## src/rtl/audio_packet_scheduler.sv

```systemverilog
// HDMI data-island packet scheduler: buffers PCM sample frames and picks one packet type per slot.
// Optional feature macro: PACKET_SCHEDULER_PARTIAL_AUDIO_EN (allows partial layout-0 audio packets).
module audio_packet_scheduler #(
    parameter int AUDIO_BIT_WIDTH  = 16,
    parameter int NUM_CHANNELS     = 2,
    parameter int FIFO_DEPTH       = 8,
    parameter int INFOFRAME_PERIOD = 1
) (
    input  logic                                    clk_pixel,
    input  logic                                    reset_n,
    input  logic                                    video_field_end,
    input  logic                                    packet_enable,
    input  logic [4:0]                              packet_pixel_counter,
    input  logic                                    sample_valid,
    output logic                                    sample_ready,
    input  logic [NUM_CHANNELS*AUDIO_BIT_WIDTH-1:0] sample_word,
    output logic [7:0]                              packet_type,
    output logic                                    audio_layout,
    output logic [191:0]                            audio_sample_word_packet,
    output logic [3:0]                              audio_sample_present,
    output logic [7:0]                              frame_counter,
    output logic                                    overflow
);

    localparam int   SW      = NUM_CHANNELS * AUDIO_BIT_WIDTH;
    localparam int   AW      = $clog2(FIFO_DEPTH);
    localparam int   CW      = AW + 1;
    localparam logic LAYOUT1 = (NUM_CHANNELS == 8);

    localparam logic [7:0] PT_NULL     = 8'h00;
    localparam logic [7:0] PT_ACR      = 8'h01;
    localparam logic [7:0] PT_AUDIO    = 8'h02;
    localparam logic [7:0] PT_AVI      = 8'h82;
    localparam logic [7:0] PT_SPD      = 8'h83;
    localparam logic [7:0] PT_AUDIO_IF = 8'h84;

`ifdef PACKET_SCHEDULER_PARTIAL_AUDIO_EN
    localparam int L0_MIN = 1;
`else
    localparam int L0_MIN = 4;
`endif
    localparam logic [CW-1:0] AUDIO_MIN = CW'(LAYOUT1 ? 1 : L0_MIN);
    localparam logic [CW-1:0] DEPTH_C   = CW'(FIFO_DEPTH);

    logic [SW-1:0]   mem_q [FIFO_DEPTH];
    logic [AW-1:0]   wr_ptr_q, rd_ptr_q;
    logic [CW-1:0]   count_q, count_d;
    logic            ready_q, ready_d;
    logic [7:0]      type_q, type_d;
    logic [3:0]      present_q, present_d;
    logic [191:0]    words_q, words_d;
    logic [7:0]      frame_q, frame_d;
    logic            ovf_q, ovf_d;
    logic [2:0]      flags_q, flags_d;   // {audio IF, AVI, SPD}
    logic [1:0]      field_q, field_d;

    logic            push;
    logic [2:0]      pop_n;
    logic [2:0]      avail_n;
    logic [3:0]      present_c;
    logic [2:0]      frame_inc;
    logic [8:0]      frame_sum;
    logic [191:0]    pack_c;

    function automatic logic [23:0] place(input logic [AUDIO_BIT_WIDTH-1:0] s);
        logic [23:0] r;
        r = '0;
        r[23 -: AUDIO_BIT_WIDTH] = s;
        return r;
    endfunction

    assign avail_n   = (count_q >= CW'(4)) ? 3'd4 : 3'(count_q);
    assign frame_inc = LAYOUT1 ? 3'd1 : 3'($countones(present_q));

    always_comb begin
        present_c = 4'b1111;
        if (!LAYOUT1) begin
            case (avail_n)
                3'd0:    present_c = 4'b0000;
                3'd1:    present_c = 4'b0001;
                3'd2:    present_c = 4'b0011;
                3'd3:    present_c = 4'b0111;
                default: present_c = 4'b1111;
            endcase
        end
    end

    // Layout 1 spreads the head frame over all subpackets; layout 0 takes one frame per subpacket.
    if (NUM_CHANNELS == 8) begin : g_layout1
        always_comb begin
            pack_c = '0;
            for (int i = 0; i < 4; i++) begin
                pack_c[i*48 +: 24]    = place(mem_q[rd_ptr_q][(2*i)*AUDIO_BIT_WIDTH +: AUDIO_BIT_WIDTH]);
                pack_c[i*48+24 +: 24] = place(mem_q[rd_ptr_q][(2*i+1)*AUDIO_BIT_WIDTH +: AUDIO_BIT_WIDTH]);
            end
        end
    end else begin : g_layout0
        always_comb begin
            pack_c = '0;
            for (int i = 0; i < 4; i++) begin
                if (3'(i) < avail_n) begin
                    pack_c[i*48 +: 24]    = place(mem_q[rd_ptr_q + AW'(i)][AUDIO_BIT_WIDTH-1:0]);
                    pack_c[i*48+24 +: 24] = place(mem_q[rd_ptr_q + AW'(i)][2*AUDIO_BIT_WIDTH-1:AUDIO_BIT_WIDTH]);
                end
            end
        end
    end

    always_comb begin
        push      = sample_valid && ready_q;
        pop_n     = 3'd0;
        type_d    = type_q;
        present_d = present_q;
        words_d   = words_q;
        flags_d   = flags_q;
        field_d   = field_q;
        frame_d   = frame_q;
        ovf_d     = ovf_q | (sample_valid && !ready_q);
        frame_sum = {1'b0, frame_q} + 9'(frame_inc);

        if (packet_pixel_counter == 5'd31 && type_q == PT_AUDIO) begin
            frame_d = (frame_sum >= 9'd192) ? 8'(frame_sum - 9'd192) : frame_sum[7:0];
        end

        // A field end overrides a coincident commit: nothing is popped or cleared.
        if (video_field_end) begin
            type_d    = PT_NULL;
            present_d = '0;
            words_d   = '0;
            if (int'(field_q) + 1 >= INFOFRAME_PERIOD) begin
                field_d = '0;
                flags_d = 3'b111;
            end else begin
                field_d = field_q + 2'd1;
            end
        end else if (packet_enable) begin
            present_d = '0;
            words_d   = '0;
            if (count_q >= AUDIO_MIN) begin
                type_d    = PT_AUDIO;
                present_d = present_c;
                words_d   = pack_c;
                pop_n     = LAYOUT1 ? 3'd1 : avail_n;
            end else if (flags_q[2]) begin
                type_d     = PT_AUDIO_IF;
                flags_d[2] = 1'b0;
            end else if (flags_q[1]) begin
                type_d     = PT_AVI;
                flags_d[1] = 1'b0;
            end else if (flags_q[0]) begin
                type_d     = PT_SPD;
                flags_d[0] = 1'b0;
            end else begin
                type_d = PT_ACR;
            end
        end

        count_d = count_q + CW'(push) - CW'(pop_n);
        ready_d = (count_d != DEPTH_C);
    end

    always_ff @(posedge clk_pixel) begin
        if (push) mem_q[wr_ptr_q] <= sample_word;
    end

    always_ff @(posedge clk_pixel or negedge reset_n) begin
        if (!reset_n) begin
            wr_ptr_q  <= '0;
            rd_ptr_q  <= '0;
            count_q   <= '0;
            ready_q   <= 1'b1;
            type_q    <= PT_NULL;
            present_q <= '0;
            words_q   <= '0;
            frame_q   <= '0;
            ovf_q     <= 1'b0;
            flags_q   <= 3'b111;
            field_q   <= '0;
        end else begin
            if (push) wr_ptr_q <= wr_ptr_q + AW'(1);
            rd_ptr_q  <= rd_ptr_q + AW'(pop_n);
            count_q   <= count_d;
            ready_q   <= ready_d;
            type_q    <= type_d;
            present_q <= present_d;
            words_q   <= words_d;
            frame_q   <= frame_d;
            ovf_q     <= ovf_d;
            flags_q   <= flags_d;
            field_q   <= field_d;
        end
    end

    assign sample_ready             = ready_q;
    assign packet_type              = type_q;
    assign audio_layout             = LAYOUT1;
    assign audio_sample_word_packet = words_q;
    assign audio_sample_present     = present_q;
    assign frame_counter            = frame_q;
    assign overflow                 = ovf_q;

endmodule

```

## config.mk

```make
export PLATFORM = sky130hd
export DESIGN_NAME = audio_packet_scheduler
export DESIGN_NICKNAME = d
export VERILOG_FILES = /design/src/rtl/audio_packet_scheduler.sv
export SDC_FILE = /design/constraint.sdc
export NUM_CORES = 1
export LEC_CHECK = 0
export CAP_MARGIN = 25
export CORE_ASPECT_RATIO = 0.5
export CORE_MARGIN = 2
export CORE_UTILIZATION = 40
export CTS_BUF_LIST = sky130_fd_sc_hd__clkbuf_4
export DETAILED_ROUTE_END_ITERATION = 16
export DONT_BUFFER_PORTS = 1
export PLACE_DENSITY = 0.63
export SLEW_MARGIN = 20
export SYNTH_ARGS = -nofsm -noshare
export SYNTH_HDL_FRONTEND = slang
export SYNTH_SLANG_ARGS = --single-unit
export TNS_END_PERCENT = 50
```

## constraint.sdc

```tcl
create_clock -name clk_pixel -period 4.25 [get_ports clk_pixel]
set_input_delay 0 -clock clk_pixel [delete_from_list [all_inputs] [get_ports clk_pixel]]
set_output_delay 0 -clock clk_pixel [all_outputs]
set_load 0.01 [all_outputs]
```

==> impl_metrics.py <==
metrics = {
    "floorplan": {
        "core_um2": 53900,
        "start_util_pct": 40.6,
        "die_y_um": 169,
        "pin_count": 257,
        "rows": 60,
        "dieArea_um2": 56800,
        "die_x_um": 335,
    },
    "clock_tree": {
        "cts.sinks": 414,
        "clk_latency_ns": 0.80,
        "cts_resized": 0,
        "cts_made_buffers": 101,
        "path_clk_slew_ns": 0.06,
        "cts-root-buf": "clkbuf_4",
        "holdBufCountCts": 69,
        "h-tree-depth": 3,
        "cts_setup_buffers": 0,
        "cts_tree": "built",
        "cts_buffer_depth": 3,
    },
    "drt": {
        "vias": 12845,
        "drc": 0,
        "wirelength_um": 49700,
        "first_pass_iters": 5,
        "drtIter0Drc": 1040,
        "wire_per_inst_um": 21.9,
        "via_per_inst": 5.66,
        "antenna_left": 0,
    },
    "placed_design": {
        "placedCellCount": 2006,
        "port_buffers": 0,
        "gp_congestion": 0.750,
        "place_hpwl_um": 30500,
    },
    "synth": {
        "synthAdderAreaFrac_pct": 1.17,
        "synth_compound_area_share_pct": 3.75,
        "seq_area_frac_synth_pct": 53.2,
        "muxShareOfSynthArea_pct": 32.3,
        "avgSynthCellArea_um2": 16.0,
        "synth_top_family_by_area": "multiplexers",
        "synth_edf_count": 256,
        "syn_area_um2": 21900,
        "syn_inst": 1369,
        "synth_simple_gate_area_share_pct": 3.76,
        "synth-seq-cells": 414,
        "synth_xor_area_share_pct": 0.640,
        "yosys_warnings": 0,
        "ys_types": 53,
        "synth-main-ff-cell": "edfxtp_1",
        "async_reset_ff_share_pct": 38.2,
    },
    "critical_path": {
        "startpoint_type": "flip-flop",
        "r2r_setup_slack_ns": 0.89,
        "ff2ff_path_depth": 12,
        "reg2reg_from": "audio_sample_present[2]",
        "endpoint_kind": "flip-flop",
        "r2r-end": "frame_counter[7]",
        "critPathKind": "reg -> reg",
        "cp_data_arrival_time_ns": 4.02,
        "critical_path.max_fanout": 8,
        "crit_required_ns": 4.91,
    },
    "timing": {
        "hold_violations": 0,
        "max_freq_ghz": 0.298,
        "holdWs_ns": 0.0772,
        "slew_headroom_pct": 31.4,
        "rsz0062_at_grt": "no",
        "drv_slew": 0,
        "setup_tns_ns": 0,
        "finalSetupViolCount": 0,
        "worst_pin_slew_ns": 1.03,
        "final.period_utilization_pct": 79.1,
        "period_minus_slack_ns": 3.36,
        "fin_skew_ns": 0.0435,
    },
    "global_route": {
        "antenna_found_initial": 1,
        "grt_max_degree": 159,
        "track_usage_pct": 17.6,
        "grt.overflow.total": 0,
        "grt_pass1_wl_um": 76400,
        "grt_pass1_vias": 13136,
    },
    "hold_path": {
        "min_delay_path_depth": 1,
        "min_path_type": "in -> reg",
        "hp-start": "sample_word[0]",
        "min_to": "mem_q[1][0]",
    },
    "cells_and_area": {
        "drive_gt1_share_pct": 31.1,
        "layout.cells.non_filler": 2268,
        "finalCoreUtilization_pct": 45.4,
        "nNetsFinal": 1527,
        "syn_to_final_growth_pct": 11.7,
    },
    "power_and_ir_drop": {
        "p_leak_nw": 9.12,
        "vdd_ir_drop_max_v": 0.000558,
        "power_density_nw_per_um2": 725,
    },
    "job": {
        "maxCapViolCount": 0,
    },
    "status": {
        "status": "complete, no violations",
    },
}
==> logic make-up (layout without fill, tap and decap cells) <==
group                      after synthesis  after routing
xor gates and xnor gates                16             16
adders and majority gates               18             18
muxes                                  386            386
AOI/OAI and AO/OA                      155            155
other                                    2             74
and+or+nand+nor                        190            190
buffers and inverters                  188            302
DFF                                    414            414
==> cell usage in the layout, fill, tap and decap left out, drive strengths merged, types with 2 or more instances in the layout <==
master	netlist	routed
conb	2	73
clkbuf	34	153
bufinv	0	3
nand2b	3	3
and2	2	2
inv	15	16
nand2	144	144
xor2	5	5
or3	2	2
a21o	4	4
edfxtp	256	256
nand3	4	4
and3	3	3
a21oi	3	3
dfrtp	154	154
ha	14	14
mux4	256	256
buf	139	28
xnor2	11	11
nor2b	2	2
nor2	11	11
clkinv	0	33
dlygate4sd3	0	69
dfstp	4	4
o21ai	138	138
mux2i	129	129
nand4	3	3
nor3	10	10
fa	4	4
==> routing by layer <==
layer	vias to the layer above	global-route usage, %	part of all wire, %
met3	99	3.85	5.2
met1	6722	20.9	38
li1	5576	-	-
met5	-	0	0
met4	0	5.91	2.6
met2	448	31.7	54
==> power breakdown <==
part | internal (mW) | switching [mW]
registers | 5.21 | 1.08
logic | 4.16 | 3.83
clock network | 1.84 | 1.62
total | 11.2 | 6.54
==> worst max-delay path by stage <==
stage,start,slack (ns),to
after detailed placement,audio_sample_present[2],0.95,frame_counter[7]
after floorplan,sample_ready,0.76,mem_q[2][0]
final,audio_sample_present[2],0.89,frame_counter[7]
after global placement,audio_sample_present[2],1.12,frame_counter[7]
after CTS,audio_sample_present[2],0.92,frame_counter[7]
after global routing,audio_sample_present[2],0.60,frame_counter[7]
==> sequential cells by signal (all words and copies together), names as in the netlist <==
register,count
flags_q,3
packet_type,4
sample_ready,1
audio_sample_word_packet,128
wr_ptr_q,3
count_q,4
field_q,2
overflow,1
audio_sample_present,1
mem_q,256
frame_counter,8
rd_ptr_q,3
==> Yosys cell counts, types with 2 or more instances <==
| cell | n | area (um^2) |
|---|---|---|
| nand2b_1 | 3 | 18.8 |
| buf_4 | 106 | 796 |
| nor2_1 | 11 | 41.3 |
| a21oi_1 | 3 | 15.0 |
| xor2_1 | 5 | 43.8 |
| inv_1 | 15 | 56.3 |
| edfxtp_1 | 256 | 7690 |
| a21o_1 | 4 | 30.0 |
| buf_2 | 22 | 110 |
| mux4_2 | 256 | 5770 |
| o21ai_1 | 13 | 65.1 |
| ha_1 | 14 | 175 |
| conb_1 | 2 | 7.51 |
| xnor2_1 | 11 | 96.3 |
| nand3_1 | 3 | 15.0 |
| nor2b_1 | 2 | 12.5 |
| and3_4 | 2 | 22.5 |
| clkbuf_1 | 34 | 128 |
| nand4_1 | 2 | 12.5 |
| nor3_1 | 9 | 45.0 |
| nand2_1 | 144 | 541 |
| o21ai_0 | 124 | 621 |
| mux2i_1 | 129 | 1290 |
| dfstp_2 | 4 | 105 |
| dfrtp_1 | 154 | 3850 |
| or3_1 | 2 | 12.5 |
| buf_6 | 2 | 22.5 |
| buf_1 | 9 | 33.8 |
| fa_1 | 4 | 80.1 |
==> through the flow <==
| stage | setup slack, ns | area, um^2 | total power [mW] |
|---|---|---|---|
| floorplan | 0.764 | 22200 | 12.6 |
| global placement | 1.12 | 22300 | 14.2 |
| detailed placement | 0.951 | 22300 | 14.4 |
| CTS | 0.924 | 24400 | 17.9 |
| global route | 0.599 | 24500 | 18.8 |
| finish | 0.890 | 24500 | 17.7 |
==> cell type report <==
class / count / area, um^2
Fill cell: 4644 / 29400
Sequential cell: 414 / 11700
Multi-Input combinational cell: 838 / 9510
Clock buffer: 153 / 1150
Timing Repair Buffer: 97 / 978
Tap cell: 713 / 892
Clock inverter: 37 / 234
Inverter: 15 / 56.3
Antenna cell: 1 / 2.50
==> critical path, stage by stage, from the launching register on <==
cell	delay (ns)
dfrtp_1	0.67
inv_1	0.17
fa_1	0.46
nor2b_1	0.16
o21ai_2	0.11
nor2_1	0.31
xor2_1	0.25
ha_1	0.19
nand2_1	0.05
nor3_1	0.25
and2_2	0.24
a211oi_1	0.06
o32a_1	0.31
(Power assumes the default switching activity.)
